==> config.mk <==
export PLATFORM = sky130hd
export DESIGN_NAME = distance_median_filter
export DESIGN_NICKNAME = d
export VERILOG_FILES = /design/src/rtl/distance_median_filter.sv
export SDC_FILE = /design/constraint.sdc
export NUM_CORES = 1
export LEC_CHECK = 0
export ABC_AREA = 1
export CORE_ASPECT_RATIO = 2
export CORE_MARGIN = 4
export CORE_UTILIZATION = 30
export DETAILED_ROUTE_END_ITERATION = 8
export GPL_TIMING_DRIVEN = 0
export SYNTH_ARGS = -nofsm -noshare
export SYNTH_HDL_FRONTEND = slang
export SYNTH_SLANG_ARGS = --single-unit
==> constraint.sdc <==
create_clock -name clk -period 2.75 [get_ports clk]
set_input_delay 0.6875 -clock clk [delete_from_list [all_inputs] [get_ports clk]]
set_output_delay 0.6875 -clock clk [all_outputs]
set_load 0.1 [all_outputs]
==> src/rtl/distance_median_filter.sv <==
// Median-of-5 distance filter: sliding window, odd-even transposition sort,
// and a hysteretic too-close flag for the direction state machine.
module distance_median_filter #(
  parameter logic [7:0] TOO_CLOSE   = 8'd20,
  parameter logic [7:0] HYST        = 8'd4,
  parameter bit         ZERO_AS_FAR = 1'b1
) (
  input  logic       clk,
  input  logic       reset,
  input  logic       sample_valid,
  input  logic [7:0] distance,
  output logic       busy,
  output logic       out_valid,
  output logic [7:0] filtered_distance,
  output logic       too_close
);

  typedef enum logic [1:0] {IDLE = 2'd0, SORT = 2'd1, OUT = 2'd2} state_t;

  state_t     state, state_next;
  logic [7:0] win     [5];
  logic [7:0] win_upd [5];
  logic [7:0] a       [5];
  logic [7:0] a_pass  [5];
  logic [2:0] pass;
  logic       primed;
  logic [7:0] s;
  logic [8:0] clr_sum;
  logic [7:0] clr_th;
  logic       accept, sort_en, publish;

  // A missing echo reads as 0; treat it as "far" so it never trips too_close.
  always_comb begin
    s       = (ZERO_AS_FAR && distance == 8'd0) ? 8'd255 : distance;
    clr_sum = {1'b0, TOO_CLOSE} + {1'b0, HYST};
    clr_th  = clr_sum[8] ? 8'hFF : clr_sum[7:0];
  end

  always_ff @(posedge clk) begin
    if (reset) state <= IDLE;
    else       state <= state_next;
  end

  // NOTE: every signal assigned in always_comb gets a default first, so no path can infer a latch.
  always_comb begin
    state_next = state;
    case (state)
      IDLE:    if (sample_valid && !busy) state_next = SORT;
      SORT:    if (pass == 3'd4) state_next = OUT;
      OUT:     state_next = IDLE;
      default: state_next = IDLE;
    endcase
  end

  always_comb begin
    accept  = (state == IDLE) && sample_valid && !busy;
    sort_en = (state == SORT);
    publish = (state == OUT);
  end

  // The first sample after reset fills the whole window so the median is defined at once.
  always_comb begin
    win_upd[0] = s;
    for (int i = 1; i < 5; i++) win_upd[i] = primed ? win[i-1] : s;
  end

  // Even passes pair (0,1),(2,3); odd passes pair (1,2),(3,4); pairs are disjoint.
  always_comb begin
    for (int i = 0; i < 5; i++) a_pass[i] = a[i];
    if (!pass[0]) begin
      if (a[0] > a[1]) begin a_pass[0] = a[1]; a_pass[1] = a[0]; end
      if (a[2] > a[3]) begin a_pass[2] = a[3]; a_pass[3] = a[2]; end
    end else begin
      if (a[1] > a[2]) begin a_pass[1] = a[2]; a_pass[2] = a[1]; end
      if (a[3] > a[4]) begin a_pass[3] = a[4]; a_pass[4] = a[3]; end
    end
  end

  // NOTE: sequential state uses non-blocking assignments so every register samples pre-edge values.
  always_ff @(posedge clk) begin
    if (reset) begin
      busy              <= 1'b0;
      out_valid         <= 1'b0;
      filtered_distance <= 8'd0;
      too_close         <= 1'b1;
      primed            <= 1'b0;
      for (int i = 0; i < 5; i++) win[i] <= 8'd0;
    end else begin
      // busy stays high through the out_valid cycle, so that cycle drops samples too.
      busy      <= accept || (state != IDLE);
      out_valid <= publish;
      if (accept) begin
        primed <= 1'b1;
        for (int i = 0; i < 5; i++) win[i] <= win_upd[i];
      end
      if (publish) begin
        filtered_distance <= a[2];
        if (a[2] < TOO_CLOSE)    too_close <= 1'b1;
        else if (a[2] >= clr_th) too_close <= 1'b0;
      end
    end
  end

  // NOTE: the sort copy and pass counter are left unreset; they are always loaded on accept before use.
  always_ff @(posedge clk) begin
    if (accept) begin
      pass <= 3'd0;
      for (int i = 0; i < 5; i++) a[i] <= win_upd[i];
    end else if (sort_en) begin
      pass <= pass + 3'd1;
      for (int i = 0; i < 5; i++) a[i] <= a_pass[i];
    end
  end

endmodule

Yosys cells after proc, flatten, opt, wreduce, memory -nomap -nowiden

Memories as Yosys holds them, arrays and structs flattened.
Cells that the tools add are included.

Flip-flop bits (word level): 17
Latch bits: 0
RAM bits: 80
Bits in read-only memories: 0
Input port bits: 11
Output and inout bits: 11
Logic and storage cells: 78
Memories kept: 2

Memories:

| name | depth | width | read ports | clocked after memory_dff | write ports | line | RTL |
|---|---|---|---|---|---|---|---|
| a    | 5     | 8     | 5          | 0                        | 5           | 23   | `logic [7:0] a [5];` |
| win  | 5     | 8     | 4          | 0                        | 5           | 21   | `logic [7:0] win [5];` |

Add/sub/neg operators: 1
$mul: 0
Div/mod/pow operators: 0
Magnitude comparators: 6
Equal/unequal tests: 5
Shift-type cells: 0
Mux-type cells: 36
Bitwise operators: 10
Reductions and logical operators: 11

Operators with widths:

| kind                                                              | number |
|---|---|
| 2-to-1 mux 8 bit                                                  | 17 |
| 2-to-1 mux 16 bit                                                 | 4 |
| greater-than comparator 8 bit                                     | 4 |
| 2-to-1 mux 24 bit                                                 | 1 |
| 2-to-1 mux 1 bit                                                  | 11 |
| OR 1 bit                                                          | 10 |
| greater-or-equal comparator 8 x 5 -> 1 bit, second input constant | 1 |
| zero test 8 bit                                                   | 1 |
| < comparator 8 x 5 -> 1 bit, second input constant                | 1 |
| 2-to-1 mux 2 bit                                                  | 2 |
| case mux 2 bit (2 select lines)                                   | 1 |
| AND reduction 2 bit                                               | 2 |
| nonzero test 2 bit                                                | 2 |
| adder 3 x 1 -> 3 bit, second input constant                       | 1 |
| == test 3 bit, second input constant                              | 1 |
| logical AND 1 bit                                                 | 3 |
| == test 2 x 1 -> 1 bit, second input constant                     | 1 |
| == test 2 bit, second input constant                              | 1 |
| zero test 2 bit                                                   | 1 |
| inequality test 2 x 1 -> 1 bit, second input constant             | 1 |
| inequality test 2 bit, second input constant                      | 1 |
| zero test 1 bit                                                   | 1 |
| logical OR 1 bit                                                  | 1 |

Logic depth before layout (Yosys ltp)

Depth after elaboration: 7
Depth in mapped cells: 13
Depth with buffers taken out: 13

Worst setup path after synthesis

No wires, ideal clock.

Path kind: reg2reg
Start point: register busy
End point: memory win[0][0] (enable)
Library setup time: 0.479 ns
Arrival time: 1.809 ns
Required time: 2.271 ns
Setup slack: 0.463 ns
Stages on the path, launching flop included: 4
Buffers on the path: 0
Clock period less this slack: 2.287 ns
Cell sequence: dfxtp_1 nor3_4 inv_1 nand2_1

RTL lines:

| what                     | line | RTL |
|---|---|---|
| start: declaration       | 12   | `output logic busy,` |
| start signal: assignment | 90   | `busy <= accept \|\| (state != IDLE);` |
| end: declaration         | 21   |  |

Worst setup path after layout

Start point: register busy
End point: output port busy

No word-level cell between the ends.

==> summary.md <==
| Metric | Value |
|---|---|
| Status | `complete, no violations` |
| Crit path max-delay family | `buffers and inverters` |
| Share of cells above drive strength 1 | `~8.7%` |
| Peak supply drop | `320 µV` |
| Final Critical Period | `2560 ps` |
| Async SR Flop Fraction | `0%` |
| Cts bufs inserted | `9` |
| Final nets | `604` |
| N_diodes | `0` |
| EDFF count, synth | `~70` |
| Placed wire-length estimate | `11.1 mm` |
| Vias in the first global route | `~3,900` |
| # IOs | `22` |
| DR vias/cell | `roughly 5.0` |
| P&R area growth vs syn | `15.4%` |
| Leakage power | `2.44 nW` |
| Yosys Warn Count | `0` |
| Register bit total from synthesis | `89` |
| GRT Util Overall | `15.4%` |
| CP endpoint kind | `primary output` |
| Final hold violation count | `0` |
| Sequential element share of the synthesized area | `about 52%` |
| Required @ worst endpoint | `2060 ps` |
| Synth Flop Type | `edfxtp_1` |
| Finished Cell Area | `5600 µm²` |
| Final wirelength | `roughly 14 mm` |
| Post-Syn Nets | `~570` |
| RSZ-0062 raised after global routing | `no` |
| Htree depth | `3` |
| Max-slew violations | `0` |
| Post-CTS Hold Fix Bufs | `0` |
| DRC | `0` |
| CTS Sinks | `89` |
| Worst-path clk slew | `~70 ps` |
| CTS tree | `done` |
| Share of the clock period used by the worst path | `93.1%` |
| Least-Margin Pin Slew | `just under 1000 ps` |
| Clk_skew | `around 9.5 ps` |
| Fill count | `between 1,500 and 2,000` |
| Unique masters post-synth | `31` |
| Power Dens Cells | `approximately 900 nW/µm²` |
| Grt total ovfl | `0` |
| Core box area | `15,900 µm²` |
| Worst-Skew Late Latency | `between 300 and 400 ps` |
| Die area | `18,400 µm²` |
| Post-place setup slack | `-453 ps` |
| Routability Congestion | `about 0.88` |
| CP Depth | `1` |
| Avg Inst Size Synth | `9.21 µm²` |
| Top achievable clock speed | `just under 400 MHz` |
| Antenna Nets Post-Route | `0` |
| Max incr delay on CP | `around 1200 ps` |
| Synthesized area | `between 4000 and 5000 µm²` |
| Final setup vio count | `0` |
| Routed len/inst | `about 18 µm` |
| CP Max Fanout | `2` |
| Longest Clk Path Bufs | `2` |
| CP cell instances | `clkdlybuf4s50_1` |
| Post-CTS resize count | `1` |
| Worst Path Buf+Inv | `1` |
| Critical path data arrival time | `between 1500 and 2000 ps` |
| Die Span X | `97.9 µm` |
| Routed vias | `3,789` |
| Largest net degree at the start of global routing | `33` |
| Rel. slew slack | `between 30% and 40%` |
| Reg2Reg Depth | `10` |
| Area after DPL | `between 5000 and 6000 µm²` |
| Vert. Die Dim | `188 µm` |
| TritonRoute pass-1 iters | `5` |
| Cells after synthesis | `527` |
| Multi-input logic area | `2040 µm²` |
| Hold Path Depth | `2` |
| Postcts setup bufs | `0` |
| Crit path launch type | `flop` |
| First-pass GRT wire length | `21.3 mm` |
| # rows | `65` |
| Final worst slack | `~190 ps` |
| Max_cap viols | `0` |
| CP Class | `flop to primary output` |
| Initial antenna violation count | `0` |
| Initial Utilization | `30.6%` |
| Initial detailed-routing violation count | `221` |
| Number of buffers added on ports | `21` |
| Slowest stage cell, crit path | `clkdlybuf4s50_1` |
| Clock root buffer | `clkbuf_16` |
| Hold Crit Class | `flop to flop` |
| Reg area | `2500 µm²` |
## through the flow
| step | TNS (ps) | util, % | std cells | hold slack, ps | total power [W] |
|---|---|---|---|---|---|
| 2_1_floorplan | 0 | - | 527 | 435 | 0.00324 |
| 3_5_place_dp | -18800 | 33.5 | 749 | 471 | 0.00384 |
| 5_1_grt | 0 | 35.3 | 765 | 498 | 0.00532 |
| 3_3_place_gp | -15400 | 33.5 | 749 | 447 | 0.00377 |
| 6_report | 0 | 35.3 | 765 | 483 | 0.00499 |
| 4_1_cts | 0 | 35.3 | 765 | 481 | 0.00501 |
## where the power goes
group | total [W] | internal [W] | switching, W
registers | 0.00218 | 0.00187 | 0.000313
clock network | 0.00117 | 0.000625 | 0.000548
logic | 0.00163 | 0.000563 | 0.00107
total | 0.00499 | 0.00305 | 0.00193
## cells in the mapped netlist, types with 3 or more instances
| cell | n | area [µm²] |
|---|---|---|
| nor2_4 | 3 | 33.8 |
| a21oi_1 | 52 | 260 |
| o21ai_2 | 5 | 43.8 |
| clkbuf_1 | 5 | 18.8 |
| buf_4 | 4 | 30.0 |
| nand4_1 | 4 | 25.0 |
| o21ai_0 | 16 | 80.1 |
| edfxtp_1 | 72 | 2160 |
| buf_2 | 9 | 45.0 |
| nand2_1 | 157 | 589 |
| nand3_1 | 4 | 20.0 |
| inv_1 | 53 | 199 |
| nor2_1 | 38 | 143 |
| a22oi_1 | 30 | 225 |
| a211oi_1 | 3 | 22.5 |
| dfxtp_1 | 17 | 340 |
| ha_1 | 34 | 425 |
## sequential cells by signal, indices dropped and copies added (netlist names)
name / cells
primed: 1
win: 32
busy: 1
filtered_distance: 8
state: 2
pass: 3
out_valid: 1
too_close: 1
a: 40
## cell usage in the layout, fill, tap and decap left out, types with 9 or more instances in the layout
master,instances
nand2_1,156
edfxtp_1,72
inv_1,53
a21oi_1,52
nor2_1,37
ha_1,34
a22oi_1,30
clkdlybuf4s50_1,21
dfxtp_1,17
o21ai_0,16
buf_2,9
clkbuf_16,9
## cells by family (layout without fill, tap and decap cells)
kind of cell,Yosys count,count (layout),share of synthesized area (%)
compound gates,117,117,15.2
fa+ha+maj,34,34,8.77
buf+inv,75,112,6.50
flops,89,89,51.6
simple gates,212,212,17.9
## final cells by class
| class | instances | area share, % |
|---|---|---|
| plain buffers | 19 | 1.88 |
| clock buffers | 10 | 4.09 |
| clock inverters | 6 | 0.938 |
| inverters | 56 | 3.75 |
| multi-input cells | 363 | 36.4 |
| flip-flops and latches | 89 | 44.7 |
| well taps | 201 | 4.49 |
| repair buffers | 21 | 3.75 |
## routing by layer
metal	global-route usage, %	routed length, µm
met1	13.3	4560
met2	31.8	8260
met3	2.42	288
met4	8.53	675
met5	0	0
## path summary, 6_finish.rpt
kind,start,endpoint,slack [ps]
min,pass[2],pass[2],480
max,busy,busy,190
min reg2reg,pass[2],pass[2],480
max reg2reg,a[0][23],a[0][23],370
(Power assumes the default switching activity.)
